### src/rtl/logic_unit_driver.sv
`default_nettype none
// ============================================================================
// Module   : logic_unit_driver
// Purpose  : Command-driven initiator for the combinational 8-bit logic unit.
//            Queues (x, y, op) commands in a small FIFO, issues each one to
//            the logic unit for a single cycle, captures the result and
//            returns it over a valid/ready response channel, in order.
// Ports    : clk, rst_n           - clock, asynchronous active-low reset
//            cmd_valid/cmd_ready  - command handshake (ready = FIFO not full)
//            cmd_x, cmd_y, cmd_op - operands and op (00 OR, 01 AND,
//                                   10 XOR, 11 NOT x)
//            lu_x, lu_y,
//            lu_sel1, lu_sel0     - registered drive to the logic unit
//            lu_f                 - combinational result from the logic unit
//            rsp_valid/rsp_ready  - response handshake
//            rsp_f, rsp_op        - captured result and the op that made it
//            busy                 - FIFO non-empty or FSM not idle
//            err                  - sticky golden-model mismatch flag
// Options  : define LU_DRIVER_CHECK_EN to enable the built-in result checker;
//            without it err is tied low.
// Revision : 1.0 - initial release
// ============================================================================
module logic_unit_driver #(
   parameter int WIDTH = 8,
   parameter int DEPTH = 4
) (
   input  logic             clk,
   input  logic             rst_n,
   input  logic             cmd_valid,
   output logic             cmd_ready,
   input  logic [WIDTH-1:0] cmd_x,
   input  logic [WIDTH-1:0] cmd_y,
   input  logic [1:0]       cmd_op,
   output logic [WIDTH-1:0] lu_x,
   output logic [WIDTH-1:0] lu_y,
   output logic             lu_sel1,
   output logic             lu_sel0,
   input  logic [WIDTH-1:0] lu_f,
   output logic             rsp_valid,
   input  logic             rsp_ready,
   output logic [WIDTH-1:0] rsp_f,
   output logic [1:0]       rsp_op,
   output logic             busy,
   output logic             err
);

   localparam int c_AW      = $clog2(DEPTH);
   localparam int c_ENTRY_W = 2 * WIDTH + 2;
   localparam logic [c_AW:0] c_PTR_ONE = (c_AW + 1)'(1);

   typedef enum logic [1:0] {
      S_IDLE  = 2'd0,
      S_ISSUE = 2'd1,
      S_RESP  = 2'd2
   } state_t;

   // FIFO storage; entries are {x, y, op}
   logic [c_ENTRY_W-1:0] r_mem [DEPTH];
   logic [c_AW:0]        r_wr_ptr;
   logic [c_AW:0]        r_rd_ptr;
   state_t               r_state;

   logic [WIDTH-1:0]     r_lu_x;
   logic [WIDTH-1:0]     r_lu_y;
   logic                 r_lu_sel1;
   logic                 r_lu_sel0;
   logic                 r_rsp_valid;
   logic [WIDTH-1:0]     r_rsp_f;
   logic [1:0]           r_rsp_op;

   logic                 w_empty;
   logic                 w_full;
   logic                 w_push;
   logic                 w_pop;
   logic [c_ENTRY_W-1:0] w_head;
   logic [WIDTH-1:0]     w_head_x;
   logic [WIDTH-1:0]     w_head_y;
   logic [1:0]           w_head_op;

`ifdef LU_DRIVER_CHECK_EN
   logic                 r_err;
   logic [WIDTH-1:0]     w_expect_f;
`endif

   // Extra pointer MSB distinguishes full from empty when the index bits match
   assign w_empty = (r_wr_ptr == r_rd_ptr);
   assign w_full  = (r_wr_ptr[c_AW] != r_rd_ptr[c_AW]) &&
                    (r_wr_ptr[c_AW-1:0] == r_rd_ptr[c_AW-1:0]);

   // Full blocks a push even if a pop happens in the same cycle
   assign w_push  = cmd_valid && !w_full;

   // Pop from IDLE, or back-to-back when the pending response is consumed
   assign w_pop   = !w_empty &&
                    ((r_state == S_IDLE) ||
                     ((r_state == S_RESP) && r_rsp_valid && rsp_ready));

   assign w_head    = r_mem[r_rd_ptr[c_AW-1:0]];
   assign w_head_x  = w_head[c_ENTRY_W-1 -: WIDTH];
   assign w_head_y  = w_head[WIDTH+1 -: WIDTH];
   assign w_head_op = w_head[1:0];

   // Storage needs no reset: the pointers define which entries are valid
   always_ff @(posedge clk) begin
      if (w_push) begin
         r_mem[r_wr_ptr[c_AW-1:0]] <= {cmd_x, cmd_y, cmd_op};
      end
   end

`ifdef LU_DRIVER_CHECK_EN
   always_comb begin
      w_expect_f = '0;
      case ({r_lu_sel1, r_lu_sel0})
         2'b00:   w_expect_f = r_lu_x | r_lu_y;
         2'b01:   w_expect_f = r_lu_x & r_lu_y;
         2'b10:   w_expect_f = r_lu_x ^ r_lu_y;
         default: w_expect_f = ~r_lu_x;
      endcase
   end
`endif

   always_ff @(posedge clk or negedge rst_n) begin
      if (!rst_n) begin
         r_wr_ptr    <= '0;
         r_rd_ptr    <= '0;
         r_state     <= S_IDLE;
         r_lu_x      <= '0;
         r_lu_y      <= '0;
         r_lu_sel1   <= 1'b0;
         r_lu_sel0   <= 1'b0;
         r_rsp_valid <= 1'b0;
         r_rsp_f     <= '0;
         r_rsp_op    <= 2'b00;
`ifdef LU_DRIVER_CHECK_EN
         r_err       <= 1'b0;
`endif
      end else begin
         if (w_push) begin
            r_wr_ptr <= r_wr_ptr + c_PTR_ONE;
         end

         // Loading the unit's inputs happens on every pop; they then hold
         // their values until the next pop
         if (w_pop) begin
            r_rd_ptr  <= r_rd_ptr + c_PTR_ONE;
            r_lu_x    <= w_head_x;
            r_lu_y    <= w_head_y;
            r_lu_sel1 <= w_head_op[1];
            r_lu_sel0 <= w_head_op[0];
         end

         case (r_state)
            S_IDLE: begin
               if (!w_empty) begin
                  r_state <= S_ISSUE;
               end
            end
            S_ISSUE: begin
               // lu_* were stable for the whole cycle, so lu_f has settled
               r_rsp_f     <= lu_f;
               r_rsp_op    <= {r_lu_sel1, r_lu_sel0};
               r_rsp_valid <= 1'b1;
               r_state     <= S_RESP;
`ifdef LU_DRIVER_CHECK_EN
               if (lu_f != w_expect_f) begin
                  r_err <= 1'b1;
               end
`endif
            end
            S_RESP: begin
               if (rsp_ready) begin
                  r_rsp_valid <= 1'b0;
                  r_state     <= w_empty ? S_IDLE : S_ISSUE;
               end
            end
            default: begin
               r_state <= S_IDLE;
            end
         endcase
      end
   end

   assign cmd_ready = !w_full;
   assign lu_x      = r_lu_x;
   assign lu_y      = r_lu_y;
   assign lu_sel1   = r_lu_sel1;
   assign lu_sel0   = r_lu_sel0;
   assign rsp_valid = r_rsp_valid;
   assign rsp_f     = r_rsp_f;
   assign rsp_op    = r_rsp_op;
   assign busy      = !w_empty || (r_state != S_IDLE);

`ifdef LU_DRIVER_CHECK_EN
   assign err = r_err;
`else
   assign err = 1'b0;
`endif

endmodule
`default_nettype wire

### config.mk
export PLATFORM = sky130hd
export DESIGN_NAME = logic_unit_driver
export DESIGN_NICKNAME = d
export VERILOG_FILES = /design/src/rtl/logic_unit_driver.sv
export SDC_FILE = /design/constraint.sdc
export NUM_CORES = 1
export LEC_CHECK = 0
export CAP_MARGIN = 20
export CORE_ASPECT_RATIO = 0.75
export CORE_MARGIN = 10
export CORE_UTILIZATION = 58
export DETAILED_ROUTE_END_ITERATION = 6
export GPL_TIMING_DRIVEN = 0
export PLACE_DENSITY = 0.89
export SLEW_MARGIN = 25
export SYNTH_ARGS = -nofsm -noshare
export SYNTH_HDL_FRONTEND = slang
export SYNTH_SLANG_ARGS = --single-unit
### constraint.sdc
create_clock -name clk -period 3.8 [get_ports clk]
set_input_delay 0.76 -clock clk [delete_from_list [all_inputs] [get_ports clk]]
set_output_delay 0.76 -clock clk [all_outputs]
set_load 0.005 [all_outputs]
==> results summary, run 1 <==
The flow ran to the end, and the final reports show no timing, DRC or antenna violations. The total net switching power is 0.001233 W. The CTS clock-pin slew for the worst setup and hold paths came out at roughly 90 ps. The average routed wire per standard cell came out at slightly below 20 um. The worst setup path is of the primary input to flip-flop kind. For the pin with the worst max-slew slack, the measured transition is 1021 ps. The most critical setup path has its endpoint at r_mem[3][17]. Once the clock tree was built, the setup fixing pass inserted 0 buffers. The clock tree from TritonCTS is yes.

The number of gates resized after CTS is 0. For the worst setup path, the data required time is around 3800 ps. The number of max-cap violations came out at 0. The number of detailed-route iterations in the first pass came out at 4.

The number of port buffers is 60. The data arrival time of the critical path is around 2600 ps. The met1 global-route usage came out at 0.1695. The maximum level of the CTS H-tree is 3. The floorplan step defined a die boundary enclosing roughly 0.011 mm^2.

The number of failing setup endpoints in the final timing report is 0. The maximum fanout count along the critical path came out at 19. STA classifies the critical path startpoint as a primary input.

At the end of routability-driven placement, the weighted congestion stood at 0.7202. Across every metal layer, demand over resource in global routing totals 0.1399. The number of pins with negative max-slew slack in the final report came out at 0. The minimum clock period came out at about 2600 ps. After synthesis, the cell types taking the most area are sky130_fd_sc_hd__edfxtp_1 (51%), sky130_fd_sc_hd__dfrtp_1 (22%), sky130_fd_sc_hd__mux4_2 (9.6%), sky130_fd_sc_hd__mux2_4 (6.7%), sky130_fd_sc_hd__mux2_2 (2.7%). The final worst hold slack is 312.0 ps. The launching element of the worst setup path is cmd_valid. The core box area came out at 0.006962 mm^2. The relative area change from synthesis to final layout came out at 21.93%. The antenna diode count is 0.

For this design, the sink count on the clock tree is 109. The DRC violations left is 0. The fraction of met2 tracks used by global routing came out at 0.2357. Across the routed clock network, the largest skew measured is 10.63 ps. The count of different cell masters after synthesis is 29. The clock insertion delay at the later pin of the skew report is between 300 and 400 ps. The global-route wire length before repair came out at around 12000 um. The die height came out at roughly 94 um. Of the total power, combinational logic draws 0.413.

For this run, the leading register cell type out of synthesis is sky130_fd_sc_hd__edfxtp_1. The number of standard cells in the final layout excluding fillers came out at roughly 380. The synthesized design contains around 110 register bits. After detailed routing, the total wire length is ~7400 um. The proportion of synthesized flip-flops having asynchronous set or reset came out at 0.3394. The count of endpoints failing hold in the final timing report came to 0.

The maximum number of pins on one net before global-route repair is 24. The sort of element at the end of the critical path is a flip-flop. The min-delay analysis places its worst path in the category primary input to async pin. Counting tap cells, the placed design contains a total of between 300 and 400 instances. The total overflow reported by the global router is 0. The fraction of power consumed by sequential logic came out at 0.433. Yosys printed 0 warnings. From left edge to right edge, the die measures roughly 120 um. Counting cells, the worst reg-to-reg path comes to 3.

In this run the tightest slew margin relative to its limit is 0.3191. The cell area power density came out at 831.7 mW/mm^2. The ratio of cells with drive above 1 in the final layout is 0.2545. CTS placed an instance of sky130_fd_sc_hd__clkbuf_8 at the clock tree root. The residual antenna-violating net count after detailed routing came out at 0. The per-instance average area after synthesis is between 20 and 25 um^2. The number of vias per cell after detailed routing is about 5.5. The proportion of synthesized chip area in sequential cells came out at 0.7285. The number of global-route vias before repair came out at around 2200. Setup repair after global routing left no endpoint under its margin. The global-route layer with the greatest usage is met2. The internal power summed over all cells came out at around 0.003 W. The maximum number of buffers from clock root to sink came out at 2. The final layout contains between 300 and 400 nets.

The worst-case IR drop observed on VDD is roughly 0.00045 V. The number of synthesized flops with an enable pin came out at 72. The wire-length estimate of the detail-placed layout is 5026 um. For this design the static power due to leakage is between 1.5 and 2 nW.

The I/O pin count came out at 62. The clock share of power is 0.154. The total number of vias is just over 2000. The met3 usage in global routing is 0.04745. The fraction of the cycle the final worst path needs came out at 0.6926. Of the post-synthesis cell area, the dominant cell type holds 0.5100. In this run the critical register-to-register path is captured at r_mem[3][17].

The synthesized netlist cell count is 202. The first routing iteration left 86 violations. The switching share of total power came out at 0.2869. The number of antenna violations at the first check in global routing came out at 0. For this run, the top clock speed supported by timing is approximately 380 MHz. The number of placement rows came out at 26.

Counting the buffers created by CTS gives 9. The starting utilization of the core area came out at 0.6089. The cell area after technology mapping is 0.004239 mm^2. The number of hold buffers added after CTS came out at 0. The reg2reg setup slack came out at approximately 1400 ps. The largest total area in the synthesized netlist belongs to sky130_fd_sc_hd__edfxtp_1. The final sum of negative setup slack is 0 ps.

The post-synth net total came out at between 200 and 250. In this run the critical register-to-register path is launched from r_wr_ptr[1].
[synthesized netlist by cell type (2+ instances only)]
cell and instances:
sky130_fd_sc_hd__a21oi_1 2, sky130_fd_sc_hd__and2_1 4, sky130_fd_sc_hd__buf_2 2, sky130_fd_sc_hd__buf_6 4, sky130_fd_sc_hd__dfrtp_1 37, sky130_fd_sc_hd__edfxtp_1 72
sky130_fd_sc_hd__ha_1 5, sky130_fd_sc_hd__inv_1 4, sky130_fd_sc_hd__mux2_2 10, sky130_fd_sc_hd__mux2_4 19, sky130_fd_sc_hd__mux4_2 18, sky130_fd_sc_hd__nand2_1 3
sky130_fd_sc_hd__xnor2_1 3, sky130_fd_sc_hd__xor2_1 4
[layer usage]
metal / wire, um / share of wire
met4: 70 / 0.0095
met5: 0 / 0
met1: 3236 / 0.44
met2: 3683 / 0.50
met3: 396 / 0.054
[worst min path at each step]
stage	from	endpoint	slack (ps)	cells past startpoint
after detailed placement	r_rd_ptr[2]	r_rd_ptr[2]	480	1
after global routing	rst_n	lu_y[5]	320	1
after floorplan	rst_n	lu_sel0	460	0
final	rst_n	lu_y[5]	310	1
after CTS	rst_n	lu_y[5]	310	1
after global placement	r_rd_ptr[2]	r_rd_ptr[2]	470	1
[cell type report]
cell class / count / area [um^2]
sequential: 109 / 3088
inverter: 4 / 15.01
multi-input combinational: 81 / 1070
clock inverter: 4 / 48.80
clock buffer: 12 / 135.1
fill: 423 / 1793
timing repair buffer: 61 / 623.1
buffer: 8 / 66.31
tap: 98 / 122.6
[state kept, by name, indices dropped and copies added, names as in the netlist]
| register | cells |
|---|---|
| lu_sel1 | 1 |
| rsp_op | 2 |
| lu_x | 8 |
| r_rd_ptr | 3 |
| rsp_f | 8 |
| r_wr_ptr | 3 |
| rsp_valid | 1 |
| r_mem | 72 |
| r_state | 2 |
| lu_y | 8 |
| lu_sel0 | 1 |
[worst max-delay path, cell delays in order]
cell                              delay, ps
sky130_fd_sc_hd__clkdlybuf4s50_1        470
sky130_fd_sc_hd__inv_1                   40
sky130_fd_sc_hd__a31oi_1                440
sky130_fd_sc_hd__and2_1                 890
[metrics by stage]
step	util	worst slack, ps	cell area (um^2)	total power (W)
final	0.7425	1168	5169	0.004299
after global routing	0.7425	1012	5169	0.004560
after CTS	0.7425	1146	5169	0.004356
after detailed placement	0.7160	773.7	4985	0.003694
after global placement	0.7128	836.8	4962	0.003618
after floorplan	-	1739	4239	0.003017
[power by group through the flow]
| stage | Sequential, W | Clock (W) | Combinational (W) |
|---|---|---|---|
| after floorplan | 0.00186 | 0 | 0.00116 |
| after global placement | 0.00187 | 0 | 0.00175 |
| after detailed placement | 0.00189 | 0 | 0.00181 |
| after CTS | 0.00186 | 0.000677 | 0.00181 |
| after global routing | 0.00191 | 0.000722 | 0.00193 |
| final | 0.00186 | 0.000661 | 0.00178 |
[layout by cell type (no fill, tap or decap), types with 5 or more instances in the layout]
cell                              synthesis  layout
sky130_fd_sc_hd__clkbuf_8                 0       9
sky130_fd_sc_hd__clkdlybuf4s50_1          0      59
sky130_fd_sc_hd__dfrtp_1                 37      37
sky130_fd_sc_hd__edfxtp_1                72      72
sky130_fd_sc_hd__ha_1                     5       5
sky130_fd_sc_hd__mux2_2                  10      10
sky130_fd_sc_hd__mux2_4                  19      19
sky130_fd_sc_hd__mux4_2                  18      18
[cell families (layout without fill, tap and decap cells)]
| kind of cell | Yosys count | count (layout) | synth area share |
|---|---|---|---|
| adder cells (fa/ha/maj) | 5 | 5 | 0.01476 |
| buffers and inverters | 12 | 89 | 0.01918 |
| AO/OA/AOI/OAI | 6 | 6 | 0.008561 |
| multiplexers | 47 | 47 | 0.1895 |
| flip-flops | 109 | 109 | 0.7285 |
| other | 1 | 1 | 0.0008846 |
| XOR/XNOR | 7 | 7 | 0.01446 |
| AND/OR/NAND/NOR | 15 | 15 | 0.02420 |
No activity file was read; power rests on OpenSTA's default activity.
==> run 2: changes to the inputs <==
--- a/config.mk
+++ b/config.mk
@@ -8,10 +8,10 @@
 export CAP_MARGIN = 20
 export CORE_ASPECT_RATIO = 0.75
 export CORE_MARGIN = 10
-export CORE_UTILIZATION = 58
+export CORE_UTILIZATION = 48
 export DETAILED_ROUTE_END_ITERATION = 6
 export GPL_TIMING_DRIVEN = 0
-export PLACE_DENSITY = 0.89
+export PLACE_DENSITY = 0.8
 export SLEW_MARGIN = 25
 export SYNTH_ARGS = -nofsm -noshare
 export SYNTH_HDL_FRONTEND = slang
==> constraint.sdc (replaced) <==
create_clock -name clk -period 2.4 [get_ports clk]
set_input_delay 0.48 -clock clk [delete_from_list [all_inputs] [get_ports clk]]
set_output_delay 0.48 -clock clk [all_outputs]
set_load 0.005 [all_outputs]
==> results summary, run 2 (synthesized netlist as in run 1, its figures left out) <==
The flow ran to the end, and the final reports show no timing, DRC or antenna violations. The final net count is 309 (unchanged). The count of endpoints failing hold in the final timing report is 0 (unchanged). The number of flip-flops under the largest register name came out at 72 (unchanged). The worst-case reg-to-reg path depth came out at 3 (unchanged). The number of pins with negative max-slew slack in the final report came to 0 (unchanged). The number of DRC violations after detailed-routing iteration 0 is 166 (+93%). The antenna diode count came out at 0 (unchanged). The number of placement rows was 29 (+12%). The maximum vdd ir drop was 0.0007017 V (+55%). The critical path ends at busy. In the layout the commonest cells are sky130_fd_sc_hd__edfxtp_1 (72), sky130_fd_sc_hd__clkdlybuf4s50_1 (59), sky130_fd_sc_hd__dfrtp_1 (37). The wire length reported by the detailed router is 7396 um (+0.14%). For the finished layout, the period the worst path requires is ~2300 ps. The CTS clock-pin slew for the worst setup and hold paths is 70 ps (-20 ps).

The area growth from synthesis to layout is 24.76%. The I/O pin count came out at 62 (unchanged). The slew at the pin with the worst max-slew slack came out at 637.1 ps (-384.2 ps). STA classifies the critical path startpoint as a flip-flop.

The count of buffers added by post-CTS timing repair for setup came out at 0 (unchanged). The maximum number of pins on one net before global-route repair came out at 21 (-13%). The number of vias per cell after detailed routing came out at 5.199 (-5.3%).

The relative max-transition margin is 0.5752 (+0.2561). The number of hold buffers added after CTS is 0 (unchanged). The die footprint came to 0.01303 mm^2 (+17%). The number of max-cap violations came out at 0 (unchanged). The final clock skew is 9.443 ps (-1.184 ps). The worst setup path is of the flip-flop to output port kind.

The core box area is 0.008527 mm^2 (+22%). The number of port buffers is 60 (unchanged). The die height is 101.4 um (+7.8%). The number of global-route vias before repair came out at 2144 (-4.0%). The horizontal die dimension is 128.5 um (+8.3%). The maximum level of the CTS H-tree is 3 (unchanged). The launching element of the worst setup path is r_wr_ptr[2]. The total overflow reported by the global router came out at 0 (unchanged).

The maximum number of buffers from clock root to sink came out at 2 (unchanged). The capturing point of the worst reg2reg path is r_mem[3][12]. The total number of vias came out at 2012 (-2.8%). The cell area power density is 1347 mW/mm^2 (+62%). The standby leakage power is 1.966 nW (+2.9%).

The global routing usage summed across all routing layers came out at 0.1195 (-0.02039). The number of failing setup endpoints in the final timing report is 0 (unchanged). The number of standard cells in the final layout excluding fillers came to 387 (+2.7%). The half-perimeter wire length after detailed placement came out at 5061 um (+0.70%). The clock tree from TritonCTS is yes. The path class of the tightest hold or removal check is primary input to async pin. The clock insertion delay at the later pin of the skew report is 340 ps (-20 ps). The global-route wire length before repair is 11850 um (-2.9%). The cell sitting at the root of the clock tree is a sky130_fd_sc_hd__clkbuf_16.

Leaving out fill and tap cells, the most frequent cell in the layout is sky130_fd_sc_hd__edfxtp_1. The startpoint of the worst-slack reg-to-reg timing path is r_wr_ptr[1]. The residual antenna-violating net count after detailed routing is 0 (unchanged).

The final worst hold slack is 97.60 ps (-214.3 ps). The starting utilization of the core area is 0.4971 (-0.1118). The number of antenna violations at the first check in global routing came to 0 (unchanged).

The data arrival time of the critical path came out at 1800 ps (-810 ps). The number of detailed-route iterations in the first pass came out at 4 (unchanged). The average routed wire per standard cell came to 19.11 um (-2.5%).

The data required time of the critical path is 1920 ps (-1860 ps). The highest attainable clock frequency came out at between 400 and 500 MHz. The worst setup path is captured at an output port. The cell count after placement came out at 371 (+2.8%). The DRC violations left came to 0 (unchanged). The ratio of cells with drive above 1 in the final layout came out at 0.2760 (+0.02151). The final total power is 0.007122 W (+66%). The final weighted congestion in routability-driven placement came out at 0.6976 (-3.1%). The clock sink total is 109 (unchanged). The number of clock buffers inserted by TritonCTS is 9 (unchanged).

The fraction of the cycle the final worst path needs is 0.9500. The reg2reg setup slack came to 290 ps (-1100 ps). The maximum fanout count along the critical path is 4 (-15).
run 2: cell types whose count changed in the layout (fill, tap and decap cells not counted), moves of 2 or more:
cell and delta:
sky130_fd_sc_hd__and2_1 -4, sky130_fd_sc_hd__clkbuf_4 +2, sky130_fd_sc_hd__clkbuf_16 +9, sky130_fd_sc_hd__clkinv_2 -2, sky130_fd_sc_hd__clkbuf_8 -8, sky130_fd_sc_hd__xnor2_1 -2
sky130_fd_sc_hd__and2_2 +4, sky130_fd_sc_hd__xnor2_2 +2
run 2: critical path, stage by stage, from the launching register on:
cell and delay, ps:
sky130_fd_sc_hd__dfrtp_1 400, sky130_fd_sc_hd__xor2_1 240, sky130_fd_sc_hd__and3b_4 270, sky130_fd_sc_hd__nand2_1 60, sky130_fd_sc_hd__clkdlybuf4s50_1 500
run 2: how the worst min path moves through the flow:
stage,slack [ps],depth (start not counted),to
floorplan,180,0,lu_sel0
global placement,470,1,r_wr_ptr[2]
CTS,100,1,r_rd_ptr[0]
detailed placement,470,1,lu_x[1]
global route,120,1,r_rd_ptr[0]
finish,100,1,r_rd_ptr[2]
run 2: through the flow:
stage | TNS (ps) | util | area, um^2 | worst slack, ps
after floorplan | 0 | - | 4239 | 517.1
after global placement | -25160 | 0.5834 | 4975 | -303.4
after detailed placement | -21300 | 0.5861 | 4997 | -329.1
after CTS | 0 | 0.6180 | 5270 | 22.08
after global routing | -30.66 | 0.6202 | 5289 | -30.66
final | 0 | 0.6202 | 5289 | 120.0
run 2: layout make-up:
type / instances / area (um^2)
Timing Repair Buffer: 61 / 623.1
Buffer: 8 / 66.31
Sequential cell: 109 / 3088
Tap cell: 108 / 135.1
Fill cell: 595 / 3238
Multi-Input combinational cell: 81 / 1090
Clock buffer: 15 / 265.3
Clock inverter: 1 / 6.256
Inverter: 4 / 15.01
run 2: layer usage:
metal / wire, um / vias to the layer above / global-route usage
met5: 0 / - / 0
met4: 63 / 0 / 0.03330
met3: 671 / 7 / 0.06054
met2: 3412 / 60 / 0.1775
met1: 3248 / 1027 / 0.1519
li1: - / 918 / -
run 2: timing repair:
| item | CTS | global route |
|---|---|---|
| setup endpoints to repair | 18 | 55 |
| pin swaps | 0 | 0 |
| hold endpoints to repair | 0 | 0 |
| resized for setup | 1 | 5 |
run 2: power by group:
part	leakage [nW]	total (W)	switching, W	internal (W)
combinational	0.737	0.00283	0.00109	0.00173
sequential	1.09	0.00296	0.000300	0.00266
clock	0.135	0.00134	0.000579	0.000757
total	1.97	0.00712	0.00197	0.00515
==> run 3: changes to the inputs <==
--- a/config.mk
+++ b/config.mk
@@ -5,13 +5,14 @@
 export SDC_FILE = /design/constraint.sdc
 export NUM_CORES = 1
 export LEC_CHECK = 0
+export ABC_CLOCK_PERIOD_IN_PS = 2600
 export CAP_MARGIN = 20
 export CORE_ASPECT_RATIO = 0.75
 export CORE_MARGIN = 10
-export CORE_UTILIZATION = 48
+export CORE_UTILIZATION = 54
 export DETAILED_ROUTE_END_ITERATION = 6
 export GPL_TIMING_DRIVEN = 0
-export PLACE_DENSITY = 0.8
+export PLACE_DENSITY = 0.84
 export SLEW_MARGIN = 25
 export SYNTH_ARGS = -nofsm -noshare
 export SYNTH_HDL_FRONTEND = slang
==> constraint.sdc (replaced) <==
create_clock -name clk -period 2.6 [get_ports clk]
set_input_delay 0.52 -clock clk [delete_from_list [all_inputs] [get_ports clk]]
set_output_delay 0.52 -clock clk [all_outputs]
set_load 0.005 [all_outputs]
==> results summary, run 3 (synthesized netlist as in run 1, its figures left out) <==
The residual antenna-violating net count after detailed routing is 0 (unchanged). The count of endpoints failing hold in the final timing report came out at 0 (unchanged). Setup repair after global routing left no endpoint under its margin. The clock tree from TritonCTS is yes. The clock insertion delay at the later pin of the skew report was 360 ps (+20 ps). The standby leakage power came out at 1.921 nW (-2.3%). The maximum vdd ir drop is 0.0004561 V (-35%). The wire length reported by the detailed router is 7134 um (-3.5%). The number of placement rows is 27 (-6.9%).

The core box area came out at 0.007500 mm^2 (-12%). The average routed wire per standard cell is 18.72 um (-2.0%). The nature of the critical path startpoint is a flip-flop. The count of filler cells inserted in the layout came out at 491 (-17%). The final weighted congestion in routability-driven placement came out at 0.7291 (+4.5%).

The maximum number of buffers from clock root to sink was 2 (unchanged). The CTS clock-pin slew for the worst setup and hold paths came out at 100 ps (+30 ps). The routed design could run at a clock period as short as roughly 2400 ps. The worst hold path belongs to the class flip-flop to flip-flop. The number of clock buffers inserted by TritonCTS came to 9 (unchanged). The total overflow reported by the global router came out at 0 (unchanged). In the finished design, the share of the clock period the worst path needs comes to 0.9201. In the layout the commonest cells are sky130_fd_sc_hd__edfxtp_1 (72), sky130_fd_sc_hd__clkdlybuf4s50_1 (59), sky130_fd_sc_hd__dfrtp_1 (37). The global routing usage summed across all routing layers was 0.1201 (+0.0006409). The I/O pin count came out at 62 (unchanged). The global-route wire length before repair came out at 10920 um (-7.9%). The number of port buffers came out at 60 (unchanged). The launch point of the worst hold path is r_wr_ptr[2].

For this design, the slowest cell found on the critical path is sky130_fd_sc_hd__clkdlybuf4s50_1. The starting utilization of the core area is 0.5652 (+0.06809). The maximum number of pins on one net before global-route repair was 31 (+48%). The number of detailed-route iterations in the first pass is 5 (+1). The horizontal die dimension is 122.3 um (-4.8%).

The number of antenna violations at the first check in global routing is 0 (unchanged). The cell sitting at the root of the clock tree is a sky130_fd_sc_hd__clkbuf_8. The startpoint-to-endpoint class of the critical path is flip-flop to output port. The data arrival time of the critical path came to 1870 ps (+70 ps).

The worst setup path is captured at an output port. The half-perimeter wire length after detailed placement was 4839 um (-4.4%). The maximum level of the CTS H-tree came out at 3 (unchanged). The total number of vias came out at 1988 (-1.2%).

The die footprint is 0.01183 mm^2 (-9.2%). Leaving out fill and tap cells, the most frequent cell in the layout is sky130_fd_sc_hd__edfxtp_1. The number of vias per cell after detailed routing came out at 5.218 (+0.36%). The final instance area is 0.005190 mm^2 (-1.9%). The relative area change from synthesis to final layout is 22.43%.

The DRC violations left is 0 (unchanged). The run finished with clean final reports. The ratio of cells with drive above 1 in the final layout was 0.2643 (-0.01170). The die height is 96.73 um (-4.6%). The number of DRC violations after detailed-routing iteration 0 came to 113 (-32%). The final core utilization was 0.6920 (+0.07178).

The final clock skew came out at 9.572 ps (+0.1291 ps). The number of flip-flops under the largest register name is 72 (unchanged). The relative max-transition margin is 0.3433 (-0.2319). The number of global-route vias before repair came out at 2041 (-4.8%).

The signal on the critical path passes through xnor2_1 -> and3b_4 -> nand2_1 -> clkdlybuf4s50_1. The slew at the pin with the worst max-slew slack was 985.0 ps (+347.9 ps). The antenna diode count is 0 (unchanged).

The data required time of the critical path came out at 2080 ps (+160 ps). Tracing the worst setup path back leads to its startpoint at r_rd_ptr[0]. The final sum of negative setup slack is 0 ps (unchanged). The final net count came to 310 (+0.32%). The number of pins with negative max-slew slack in the final report is 0 (unchanged). The maximum fanout count along the critical path came to 4 (unchanged).

The clock sink total came out at 109 (unchanged). The final worst hold slack is 496.4 ps (+398.8 ps). The area after detailed placement came out at 0.004981 mm^2 (-0.33%). The number of max-cap violations came out at 0 (unchanged). The highest attainable clock frequency is around 420 MHz. The cell area power density is 1212 mW/mm^2 (-10%). The largest stage delay on the critical path is 450 ps (-50 ps).

The number of failing setup endpoints in the final timing report is 0 (unchanged). The startpoint of the worst-slack reg-to-reg timing path is r_wr_ptr[1]. The final total power is 0.006292 W (-12%). The count of buffers added by post-CTS timing repair for setup was 0 (unchanged).
[run 3: cell type report]
cell class | count | area, um^2 | area share
flip-flops and latches | 109 | 3088 | 0.5950
multi-input cells | 81 | 1071 | 0.2064
repair buffers | 62 | 625.6 | 0.1205
clock buffers | 10 | 127.6 | 0.02459
well taps | 101 | 126.4 | 0.02435
clock inverters | 6 | 70.07 | 0.01350
plain buffers | 8 | 66.31 | 0.01278
inverters | 4 | 15.01 | 0.002893
[run 3: worst max-delay path, delay by kind of cell (launching register included)]
family                 cells  cell delay, ps
buffers and inverters      1             450
flip-flops                 1             440
AND/OR/NAND/NOR            2             350
XOR/XNOR                   1             270
[run 3: metal layers]
layer,up-vias,track usage,wire (um)
met3,5,0.05504,549
li1,928,-,-
met2,59,0.1851,3342
met4,0,0.02962,57
met1,996,0.1505,3184
met5,-,0,0
[run 3: timing repair]
action / CTS / global route
hold buffers: 1 / 0
hold endpoints to repair: 7 / 0
resized for setup: 0 / 0
[run 3: path summary, 6_finish.rpt]
path	end	slack (ps)	depth (start not counted)
worst min register to register	r_wr_ptr[2]	500	1
worst max register to register	r_mem[1][13]	250	3
worst min-delay path	r_wr_ptr[2]	500	1
min in group asynchronous	lu_x[2]	540	2
worst max-delay path	busy	210	4
max in group asynchronous	r_rd_ptr[1]	1630	3
[run 3: per-stage QoR]
| step | setup slack [ps] | cells |
|---|---|---|
| 6_report | 207.7 | 381 |
| 5_1_grt | 84.45 | 381 |
| 4_1_cts | 150.9 | 381 |
| 3_5_place_dp | -235.7 | 364 |
| 3_3_place_gp | -137.9 | 363 |
| 2_1_floorplan | 717.1 | 202 |
[run 3: where the power goes]
group / total (W) / internal (W) / switching [W]
Combinational: 0.00257 / 0.00158 / 0.000996
Sequential: 0.00271 / 0.00245 / 0.000260
Clock: 0.00100 / 0.000457 / 0.000547
Total: 0.00629 / 0.00449 / 0.00180
